<file path="config.mk">
export PLATFORM = sky130hd
export DESIGN_NAME = hazard_ctrl_flat
export DESIGN_NICKNAME = d
export VERILOG_FILES = /design/src/rtl/riscv_pkg.sv /design/src/rtl/hazard_ctrl_if.sv /design/src/rtl/hazard_ctrl_fwd_sel.sv /design/src/rtl/hazard_ctrl.sv /design/src/flat_wrapper.sv
export SDC_FILE = /design/constraint.sdc
export NUM_CORES = 1
export LEC_CHECK = 0
export CAP_MARGIN = 20
export CORE_MARGIN = 2
export CORE_UTILIZATION = 38
export DETAILED_ROUTE_END_ITERATION = 7
export GPL_ROUTABILITY_DRIVEN = 1
export HOLD_SLACK_MARGIN = 0.12
export SLEW_MARGIN = 10
export SYNTH_ARGS = -nofsm -noshare
export SYNTH_HDL_FRONTEND = slang
export SYNTH_SLANG_ARGS = --single-unit
</file>
<file path="constraint.sdc">
create_clock -name clk -period 5.5 [get_ports clk]
set_input_delay 1.65 -clock clk [delete_from_list [all_inputs] [get_ports clk]]
set_output_delay 1.65 -clock clk [all_outputs]
set_load 0.02 [all_outputs]
</file>
<file path="src/rtl/riscv_pkg.sv">
// Shared types for the RV32 pipeline hazard unit.
//   sb_entry_t : in-flight destination record held per pipeline stage
//   src_t      : execute-stage source operands tracked next to sb_E
//   fwd_sel_e  : execute operand-forwarding select encoding
//   hz_state_e : memory-wait FSM states
package riscv_pkg;

  typedef struct packed {
    logic       valid;
    logic [4:0] rd;
    logic       reg_wr;
    logic       mem_rd;
  } sb_entry_t;

  typedef struct packed {
    logic [4:0] rs1;
    logic [4:0] rs2;
    logic       uses_rs1;
    logic       uses_rs2;
  } src_t;

  typedef enum logic [1:0] {
    FWD_RF  = 2'b00,
    FWD_WB  = 2'b01,
    FWD_MEM = 2'b10
  } fwd_sel_e;

  typedef enum logic {
    IDLE = 1'b0,
    WAIT = 1'b1
  } hz_state_e;

endpackage

</file>
<file path="src/rtl/hazard_ctrl_if.sv">
// Pipeline <-> hazard unit signal bundle.
//   master : pipeline side, drives decode/execute/memory status, reads controls
//   slave  : hazard unit side, reads status, drives stall/flush/forward/counters
interface hazard_ctrl_if #(
  parameter int unsigned CNT_W = 32
) ();
  logic             valid_D;
  logic [4:0]       rs1_D;
  logic [4:0]       rs2_D;
  logic             uses_rs1_D;
  logic             uses_rs2_D;
  logic [4:0]       rd_D;
  logic             reg_wr_D;
  logic             mem_rd_D;
  logic             br_taken_E;
  logic             mem_req_M;
  logic             mem_ready_M;
  logic             stall_pc;
  logic             stall_fd;
  logic             flush_fd;
  logic             stall_de;
  logic             flush_de;
  logic             stall_em;
  logic             flush_mw;
  logic [1:0]       fwd_a_E;
  logic [1:0]       fwd_b_E;
  logic             mem_timeout;
  logic [CNT_W-1:0] stall_cycles;
  logic [CNT_W-1:0] flush_count;

  modport master (
    output valid_D, rs1_D, rs2_D, uses_rs1_D, uses_rs2_D, rd_D, reg_wr_D,
           mem_rd_D, br_taken_E, mem_req_M, mem_ready_M,
    input  stall_pc, stall_fd, flush_fd, stall_de, flush_de, stall_em,
           flush_mw, fwd_a_E, fwd_b_E, mem_timeout, stall_cycles, flush_count
  );

  modport slave (
    input  valid_D, rs1_D, rs2_D, uses_rs1_D, uses_rs2_D, rd_D, reg_wr_D,
           mem_rd_D, br_taken_E, mem_req_M, mem_ready_M,
    output stall_pc, stall_fd, flush_fd, stall_de, flush_de, stall_em,
           flush_mw, fwd_a_E, fwd_b_E, mem_timeout, stall_cycles, flush_count
  );
endinterface

</file>
<file path="src/rtl/hazard_ctrl_fwd_sel.sv">
// Forwarding select for one execute-stage source operand.
//   src/uses : source register and whether the instruction reads it
//   sb_m/sb_w: memory- and writeback-stage scoreboard entries
//   sel      : FWD_MEM beats FWD_WB beats FWD_RF; x0 never forwarded
module hazard_fwd_sel
  import riscv_pkg::*;
(
  input  logic [4:0] src,
  input  logic       uses,
  input  sb_entry_t  sb_m,
  input  sb_entry_t  sb_w,
  output fwd_sel_e   sel
);
  logic hit_m;
  logic hit_w;

  assign hit_m = uses & sb_m.valid & sb_m.reg_wr & (sb_m.rd != 5'd0) & (sb_m.rd == src);
  assign hit_w = uses & sb_w.valid & sb_w.reg_wr & (sb_w.rd != 5'd0) & (sb_w.rd == src);

  always_comb begin
    sel = FWD_RF;
    if (hit_m)      sel = FWD_MEM;
    else if (hit_w) sel = FWD_WB;
  end
endmodule

</file>
<file path="src/rtl/hazard_ctrl.sv">
// Hazard control for the 5-stage RV32 core.
//   clk, reset : clock, asynchronous active-high reset
//   hz (slave) : decode/execute/memory status in; stall/flush controls,
//                execute forwarding selects, sticky mem_timeout and
//                stall/flush performance counters out
// Tracks in-flight destinations in a private scoreboard (sb_E/sb_M/sb_W)
// that advances with the pipeline registers it controls.
module hazard_ctrl
  import riscv_pkg::*;
#(
  parameter int unsigned MAX_WAIT = 64,
  parameter int unsigned CNT_W    = 32
) (
  input  logic          clk,
  input  logic          reset,
  hazard_ctrl_if.slave  hz
);
  localparam int unsigned WCNT_W = $clog2(MAX_WAIT + 1);

  sb_entry_t            sb_e, sb_m, sb_w, sb_d;
  src_t                 src_e, src_d;
  logic                 mem_stall, load_use;
  logic                 stall_pc, stall_fd, flush_fd, stall_de, flush_de;
  logic                 stall_em, flush_mw;
  hz_state_e            state;
  logic [WCNT_W-1:0]    wait_cnt, wait_nxt;
  logic                 timeout_q;
  logic [CNT_W-1:0]     stall_cnt, flush_cnt;
  fwd_sel_e             fwd_a, fwd_b;

  assign mem_stall = hz.mem_req_M & ~hz.mem_ready_M;

  assign load_use = hz.valid_D & sb_e.valid & sb_e.mem_rd & sb_e.reg_wr &
                    (sb_e.rd != 5'd0) &
                    ((hz.uses_rs1_D & (hz.rs1_D == sb_e.rd)) |
                     (hz.uses_rs2_D & (hz.rs2_D == sb_e.rd)));

  // Memory wait outranks a taken branch, which outranks load-use
  // (the killed consumer makes the load-use moot).
  always_comb begin
    stall_pc = 1'b0;
    stall_fd = 1'b0;
    flush_fd = 1'b0;
    stall_de = 1'b0;
    flush_de = 1'b0;
    stall_em = 1'b0;
    flush_mw = 1'b0;
    if (mem_stall) begin
      stall_pc = 1'b1;
      stall_fd = 1'b1;
      stall_de = 1'b1;
      stall_em = 1'b1;
      flush_mw = 1'b1;
    end else if (hz.br_taken_E) begin
      flush_fd = 1'b1;
      flush_de = 1'b1;
    end else if (load_use) begin
      stall_pc = 1'b1;
      stall_fd = 1'b1;
      flush_de = 1'b1;
    end
  end

  assign sb_d  = '{valid: hz.valid_D, rd: hz.rd_D, reg_wr: hz.reg_wr_D, mem_rd: hz.mem_rd_D};
  assign src_d = '{rs1: hz.rs1_D, rs2: hz.rs2_D, uses_rs1: hz.uses_rs1_D, uses_rs2: hz.uses_rs2_D};

  always_ff @(posedge clk or posedge reset) begin
    if (reset) begin
      sb_e  <= '0;
      sb_m  <= '0;
      sb_w  <= '0;
      src_e <= '0;
    end else if (mem_stall) begin
      sb_w  <= '0;
    end else begin
      sb_w <= sb_m;
      sb_m <= sb_e;
      if (flush_de) begin
        sb_e  <= '0;
        src_e <= '0;
      end else begin
        sb_e  <= sb_d;
        src_e <= src_d;
      end
    end
  end

  hazard_fwd_sel u_fwd_a (
    .src  (src_e.rs1),
    .uses (src_e.uses_rs1),
    .sb_m (sb_m),
    .sb_w (sb_w),
    .sel  (fwd_a)
  );

  hazard_fwd_sel u_fwd_b (
    .src  (src_e.rs2),
    .uses (src_e.uses_rs2),
    .sb_m (sb_m),
    .sb_w (sb_w),
    .sel  (fwd_b)
  );

  // Count saturates at MAX_WAIT so a long wait cannot wrap back below it.
  always_comb begin
    wait_nxt = wait_cnt;
    if (state == IDLE)
      wait_nxt = WCNT_W'(1);
    else if (wait_cnt != WCNT_W'(MAX_WAIT))
      wait_nxt = wait_cnt + WCNT_W'(1);
  end

  always_ff @(posedge clk or posedge reset) begin
    if (reset) begin
      state     <= IDLE;
      wait_cnt  <= '0;
      timeout_q <= 1'b0;
    end else begin
      case (state)
        IDLE: begin
          if (mem_stall) begin
            state    <= WAIT;
            wait_cnt <= wait_nxt;
            if (wait_nxt == WCNT_W'(MAX_WAIT)) timeout_q <= 1'b1;
          end
        end
        WAIT: begin
          if (hz.mem_ready_M) begin
            state    <= IDLE;
            wait_cnt <= '0;
          end else if (mem_stall) begin
            wait_cnt <= wait_nxt;
            if (wait_nxt == WCNT_W'(MAX_WAIT)) timeout_q <= 1'b1;
          end
        end
        default: begin
          state    <= IDLE;
          wait_cnt <= '0;
        end
      endcase
    end
  end

  always_ff @(posedge clk or posedge reset) begin
    if (reset) begin
      stall_cnt <= '0;
      flush_cnt <= '0;
    end else begin
      if (stall_pc) stall_cnt <= stall_cnt + CNT_W'(1);
      if (flush_fd) flush_cnt <= flush_cnt + CNT_W'(1);
    end
  end

  assign hz.stall_pc     = stall_pc;
  assign hz.stall_fd     = stall_fd;
  assign hz.flush_fd     = flush_fd;
  assign hz.stall_de     = stall_de;
  assign hz.flush_de     = flush_de;
  assign hz.stall_em     = stall_em;
  assign hz.flush_mw     = flush_mw;
  assign hz.fwd_a_E      = fwd_a;
  assign hz.fwd_b_E      = fwd_b;
  assign hz.mem_timeout  = timeout_q;
  assign hz.stall_cycles = stall_cnt;
  assign hz.flush_count  = flush_cnt;
endmodule
</file>
<file path="src/flat_wrapper.sv">
// flat-port wrapper written by rule: the top's interface ports become plain ports
module hazard_ctrl_flat import riscv_pkg::*;
#(
  parameter int unsigned MAX_WAIT = 64,
  parameter int unsigned CNT_W    = 32
)
  (clk, reset, hz_valid_D, hz_rs1_D, hz_rs2_D, hz_uses_rs1_D, hz_uses_rs2_D, hz_rd_D, hz_reg_wr_D, hz_mem_rd_D, hz_br_taken_E, hz_mem_req_M, hz_mem_ready_M, hz_stall_pc, hz_stall_fd, hz_flush_fd, hz_stall_de, hz_flush_de, hz_stall_em, hz_flush_mw, hz_fwd_a_E, hz_fwd_b_E, hz_mem_timeout, hz_stall_cycles, hz_flush_count);
  hazard_ctrl_if #(.CNT_W(CNT_W)) hz_i ();
  input  logic clk;
  input  logic reset;
  input wire logic [$bits(hz_i.valid_D)-1:0] hz_valid_D;
  input wire logic [$bits(hz_i.rs1_D)-1:0] hz_rs1_D;
  input wire logic [$bits(hz_i.rs2_D)-1:0] hz_rs2_D;
  input wire logic [$bits(hz_i.uses_rs1_D)-1:0] hz_uses_rs1_D;
  input wire logic [$bits(hz_i.uses_rs2_D)-1:0] hz_uses_rs2_D;
  input wire logic [$bits(hz_i.rd_D)-1:0] hz_rd_D;
  input wire logic [$bits(hz_i.reg_wr_D)-1:0] hz_reg_wr_D;
  input wire logic [$bits(hz_i.mem_rd_D)-1:0] hz_mem_rd_D;
  input wire logic [$bits(hz_i.br_taken_E)-1:0] hz_br_taken_E;
  input wire logic [$bits(hz_i.mem_req_M)-1:0] hz_mem_req_M;
  input wire logic [$bits(hz_i.mem_ready_M)-1:0] hz_mem_ready_M;
  output wire logic [$bits(hz_i.stall_pc)-1:0] hz_stall_pc;
  output wire logic [$bits(hz_i.stall_fd)-1:0] hz_stall_fd;
  output wire logic [$bits(hz_i.flush_fd)-1:0] hz_flush_fd;
  output wire logic [$bits(hz_i.stall_de)-1:0] hz_stall_de;
  output wire logic [$bits(hz_i.flush_de)-1:0] hz_flush_de;
  output wire logic [$bits(hz_i.stall_em)-1:0] hz_stall_em;
  output wire logic [$bits(hz_i.flush_mw)-1:0] hz_flush_mw;
  output wire logic [$bits(hz_i.fwd_a_E)-1:0] hz_fwd_a_E;
  output wire logic [$bits(hz_i.fwd_b_E)-1:0] hz_fwd_b_E;
  output wire logic [$bits(hz_i.mem_timeout)-1:0] hz_mem_timeout;
  output wire logic [$bits(hz_i.stall_cycles)-1:0] hz_stall_cycles;
  output wire logic [$bits(hz_i.flush_count)-1:0] hz_flush_count;
  assign hz_i.valid_D = hz_valid_D;
  assign hz_i.rs1_D = hz_rs1_D;
  assign hz_i.rs2_D = hz_rs2_D;
  assign hz_i.uses_rs1_D = hz_uses_rs1_D;
  assign hz_i.uses_rs2_D = hz_uses_rs2_D;
  assign hz_i.rd_D = hz_rd_D;
  assign hz_i.reg_wr_D = hz_reg_wr_D;
  assign hz_i.mem_rd_D = hz_mem_rd_D;
  assign hz_i.br_taken_E = hz_br_taken_E;
  assign hz_i.mem_req_M = hz_mem_req_M;
  assign hz_i.mem_ready_M = hz_mem_ready_M;
  assign hz_stall_pc = hz_i.stall_pc;
  assign hz_stall_fd = hz_i.stall_fd;
  assign hz_flush_fd = hz_i.flush_fd;
  assign hz_stall_de = hz_i.stall_de;
  assign hz_flush_de = hz_i.flush_de;
  assign hz_stall_em = hz_i.stall_em;
  assign hz_flush_mw = hz_i.flush_mw;
  assign hz_fwd_a_E = hz_i.fwd_a_E;
  assign hz_fwd_b_E = hz_i.fwd_b_E;
  assign hz_mem_timeout = hz_i.mem_timeout;
  assign hz_stall_cycles = hz_i.stall_cycles;
  assign hz_flush_count = hz_i.flush_count;
  hazard_ctrl #(.MAX_WAIT(MAX_WAIT), .CNT_W(CNT_W)) u_core (.clk(clk), .reset(reset), .hz(hz_i));
endmodule
</file>
==> key figures <==
Timing
  • Final hold vios: 0
  • FMAX: 191 MHz
  • Unrepaired setup endpoints after global routing: no
  • Slew at the pin with the worst max-slew slack: 0.968 ns
  • Normalized max-slew margin: 34.9%
  • Period utilisation layout: 95.0%
  • Post-route minimum period: 5.22 ns
  • Final Skew: 0.00686 ns
  • Max-slew violation count: 0
  • Final setup vio count: 0

Power and ir drop
  • VDD IR max: 0.290 mV
  • Power Density: 299 mW/mm²
  • Pleak: 2.97 nW
  • Pwr Total: 1.99 mW

Floorplanning
  • Die X: 121 µm
  • Die area: 0.0146 mm²
  • Core area: 0.0133 mm²
  • DIE HEIGHT: 121 µm
  • Starting density of the core: 39.1%
  • Boundary pin count: 101
  • Rows: 42

Detailed routing
  • Initial drt markers: 277
  • DRC errors left: 0
  • WL final: 12200 µm
  • Vias per cell: 5.07
  • Antenna-violating nets left: 0
  • Wire length per cell: 15.5 µm
  • DRT Pass-1 Iters: 4
  • Vias: 3988

Worst hold path
  • Worst hold endpoint: u_core.hz.flush_count[31]
  • Hold_sp: u_core.hz.flush_count[31]
  • Hold depth: 1
  • Worst hold-check path type: reg2reg

Setup path
  • Setup CP Type: in2out
  • Setup crit end kind: primary output
  • Critical Path AT: 3.57 ns
  • Worst r2r src: u_core.sb_e[5]
  • Critical path peak fanout: 3
  • FF-to-FF path depth: 7
  • Crit path launch type: input pin
  • Reg2reg setup slack: 2.87 ns
  • CP required: 3.85 ns
  • Terminus of the critical flop-to-flop path: u_core.hz.stall_cycles[31]

Clock network
  • CTS root buffer: clkbuf_16
  • CTS tree: built
  • Clock sinks: 107
  • Clock Pin Slew Worst Setup and Hold Paths: 0.07 ns
  • Clock buffer depth: 2
  • Clock buffer count from CTS: 9
  • Hold_buf cts: 0
  • Setup bufs post-CTS: 0
  • CTS H-tree lvls: 3
  • Clk Latency, worst-skew pair: 0.35 ns

Layout
  • # diodes: 0
  • FF+latch area: 0.00268 mm²
  • Most frequent cells in the layout: 107 x dfrtp_1, 97 x clkdlybuf4s50_1, 66 x nand2_1, 49 x xnor2_1, 44 x xor2_1
  • Area grow syn2layout: 28.4%
  • Final Core Density: 50.2%
  • Commonest non-fill, non-tap cell in the layout: dfrtp_1
  • # fillers: 1199
  • Nets: 634
  • Share of cells above drive strength 1: 5.90%
  • Post-route cell area: 0.00667 mm²
  • Multi-input gate area: 0.00236 mm²

GRT
  • Initial antenna violation count: 0
  • Total gr overflow: 0
  • Global-route wire length before repair: 20600 µm
  • GRT Overall Usage: 17.9%
  • Largest net degree at the start of global routing: 38
  • Vias in the first global route: 4052

Logic synthesis
  • Post-synth top area cell: dfrtp_1
  • Syn_nets: 533
  • Top cell type's share of synthesized area: 51.6%
  • Area contributors post-synth: dfrtp_1 52%, xnor2_1 8.3%, xor2_1 7.4%
  • Cell Area, Synth: 0.00519 mm²
  • Synthesis warning total: 0
  • Part of the Yosys area used for sequential elements: 51.6%
  • Synth async-reset ratio: 100%
  • Mapped Cells: 504
  • Netlist cell types: 48
  • Syn avg cell area: 10.3 µm²
  • Dominant synthesized flop cell: dfrtp_1
  • Number of flops mapped to enable cells by yosys: 0
  • Synth Register Bits: 107

Placement
  • Post-DP Area: 0.00639 mm²
  • Placer Congestion: 0.819
  • Port Buf Inserts: 100
  • Post-DP HPWL: 8920 µm

Job
  • Max-cap viol count: 0

Status
  • Status: finished clean
==> timing repair <==
item,4_1_cts,5_1_grt
pin swaps,0,0
hold endpoints to repair,0,0
gates resized for setup,2,2
endpoints found under the setup margin,2,1
==> flip-flops by register name, summed over array words and instances, names as in the netlist <==
register / cells
u_core.sb_m: 7
u_core.sb_w: 7
u_core.hz.mem_timeout: 1
u_core.sb_e: 8
u_core.src_e: 12
u_core.wait_cnt: 7
u_core.hz.stall_cycles: 32
u_core.state: 1
u_core.hz.flush_count: 32
==> cell usage after synthesis (all sizes together), types with 2 or more instances <==
master	n
o21ai	12
o21a	3
clkbuf	9
or3	3
nand4	19
nand3	33
o211ai	2
nand2	66
mux2	2
inv	14
xor2	44
ha	4
o31ai	3
and3	9
nor2	28
or2	2
a2bb2oi	2
a21oi	5
or4	4
and2	9
a22o	20
nand2b	4
nor2b	4
xnor2	49
and4	2
dfrtp	107
buf	11
a31oi	2
nor4	9
nor3	15
==> how the worst max path moves through the flow <==
stage / from / cells after the start / slack (ns) / endpoint
3_3_place_gp: hz_rs2_D[4] / 6 / -0.04 / hz_stall_pc
6_report: hz_rs1_D[3] / 6 / 0.28 / hz_stall_pc
4_1_cts: hz_rs1_D[3] / 7 / 0.06 / hz_flush_de
3_5_place_dp: hz_rs1_D[3] / 6 / -0.03 / hz_stall_pc
5_1_grt: hz_rs1_D[3] / 6 / 0.16 / hz_stall_pc
2_1_floorplan: hz_rs1_D[3] / 5 / 0.56 / hz_stall_pc
==> final cells by class <==
type,instances,area share (%)
clock buffers,12,3.85
clock inverters,4,0.375
inverters,14,0.826
multi-input cells,363,35.4
flip-flops and latches,107,40.2
well taps,176,3.30
repair buffers,110,16.1
==> power breakdown <==
| part | internal [mW] | switching [mW] |
|---|---|---|
| registers | 0.860 | 0.104 |
| logic | 0.200 | 0.211 |
| clock network | 0.331 | 0.286 |
| total | 1.39 | 0.600 |
==> cell families (layout without fill, tap and decap cells) <==
kind of cell,count (synthesis),count (layout),share of synthesized area [%]
compound gates,55,55,7.90
buf+inv,34,140,3.06
fa+ha+maj,4,4,0.964
flops,107,107,51.6
simple gates,209,209,20.4
xor+xnor,93,93,15.7
mux,2,2,0.434
==> stage by stage <==
step	setup WS [ns]	TNS [ns]	hold WS, ns	cells
floorplan	0.558	0	0.453	504
global placement	-0.0352	-0.0455	0.458	769
detailed placement	-0.0314	-0.0314	0.459	770
CTS	0.0567	0	0.475	786
global route	0.163	0	0.489	786
finish	0.276	0	0.469	786
==> per-layer routing <==
| layer | GRT usage, % | part of all wire [%] | vias up |
|---|---|---|---|
| li1 | - | - | 1940 |
| met1 | 24.3 | 47 | 1922 |
| met2 | 26.8 | 44 | 105 |
| met3 | 5.87 | 6.3 | 21 |
| met4 | 6.25 | 2.6 | 0 |
| met5 | 0 | 0 | - |
==> critical path, stage by stage <==
cell,delay [ns]
clkdlybuf4s50_1,0.44
xor2_1,0.16
nor4_2,0.27
a32oi_1,0.24
o31ai_2,0.40
dlygate4sd2_1,0.40
Power figures use the tool's default switching activity.
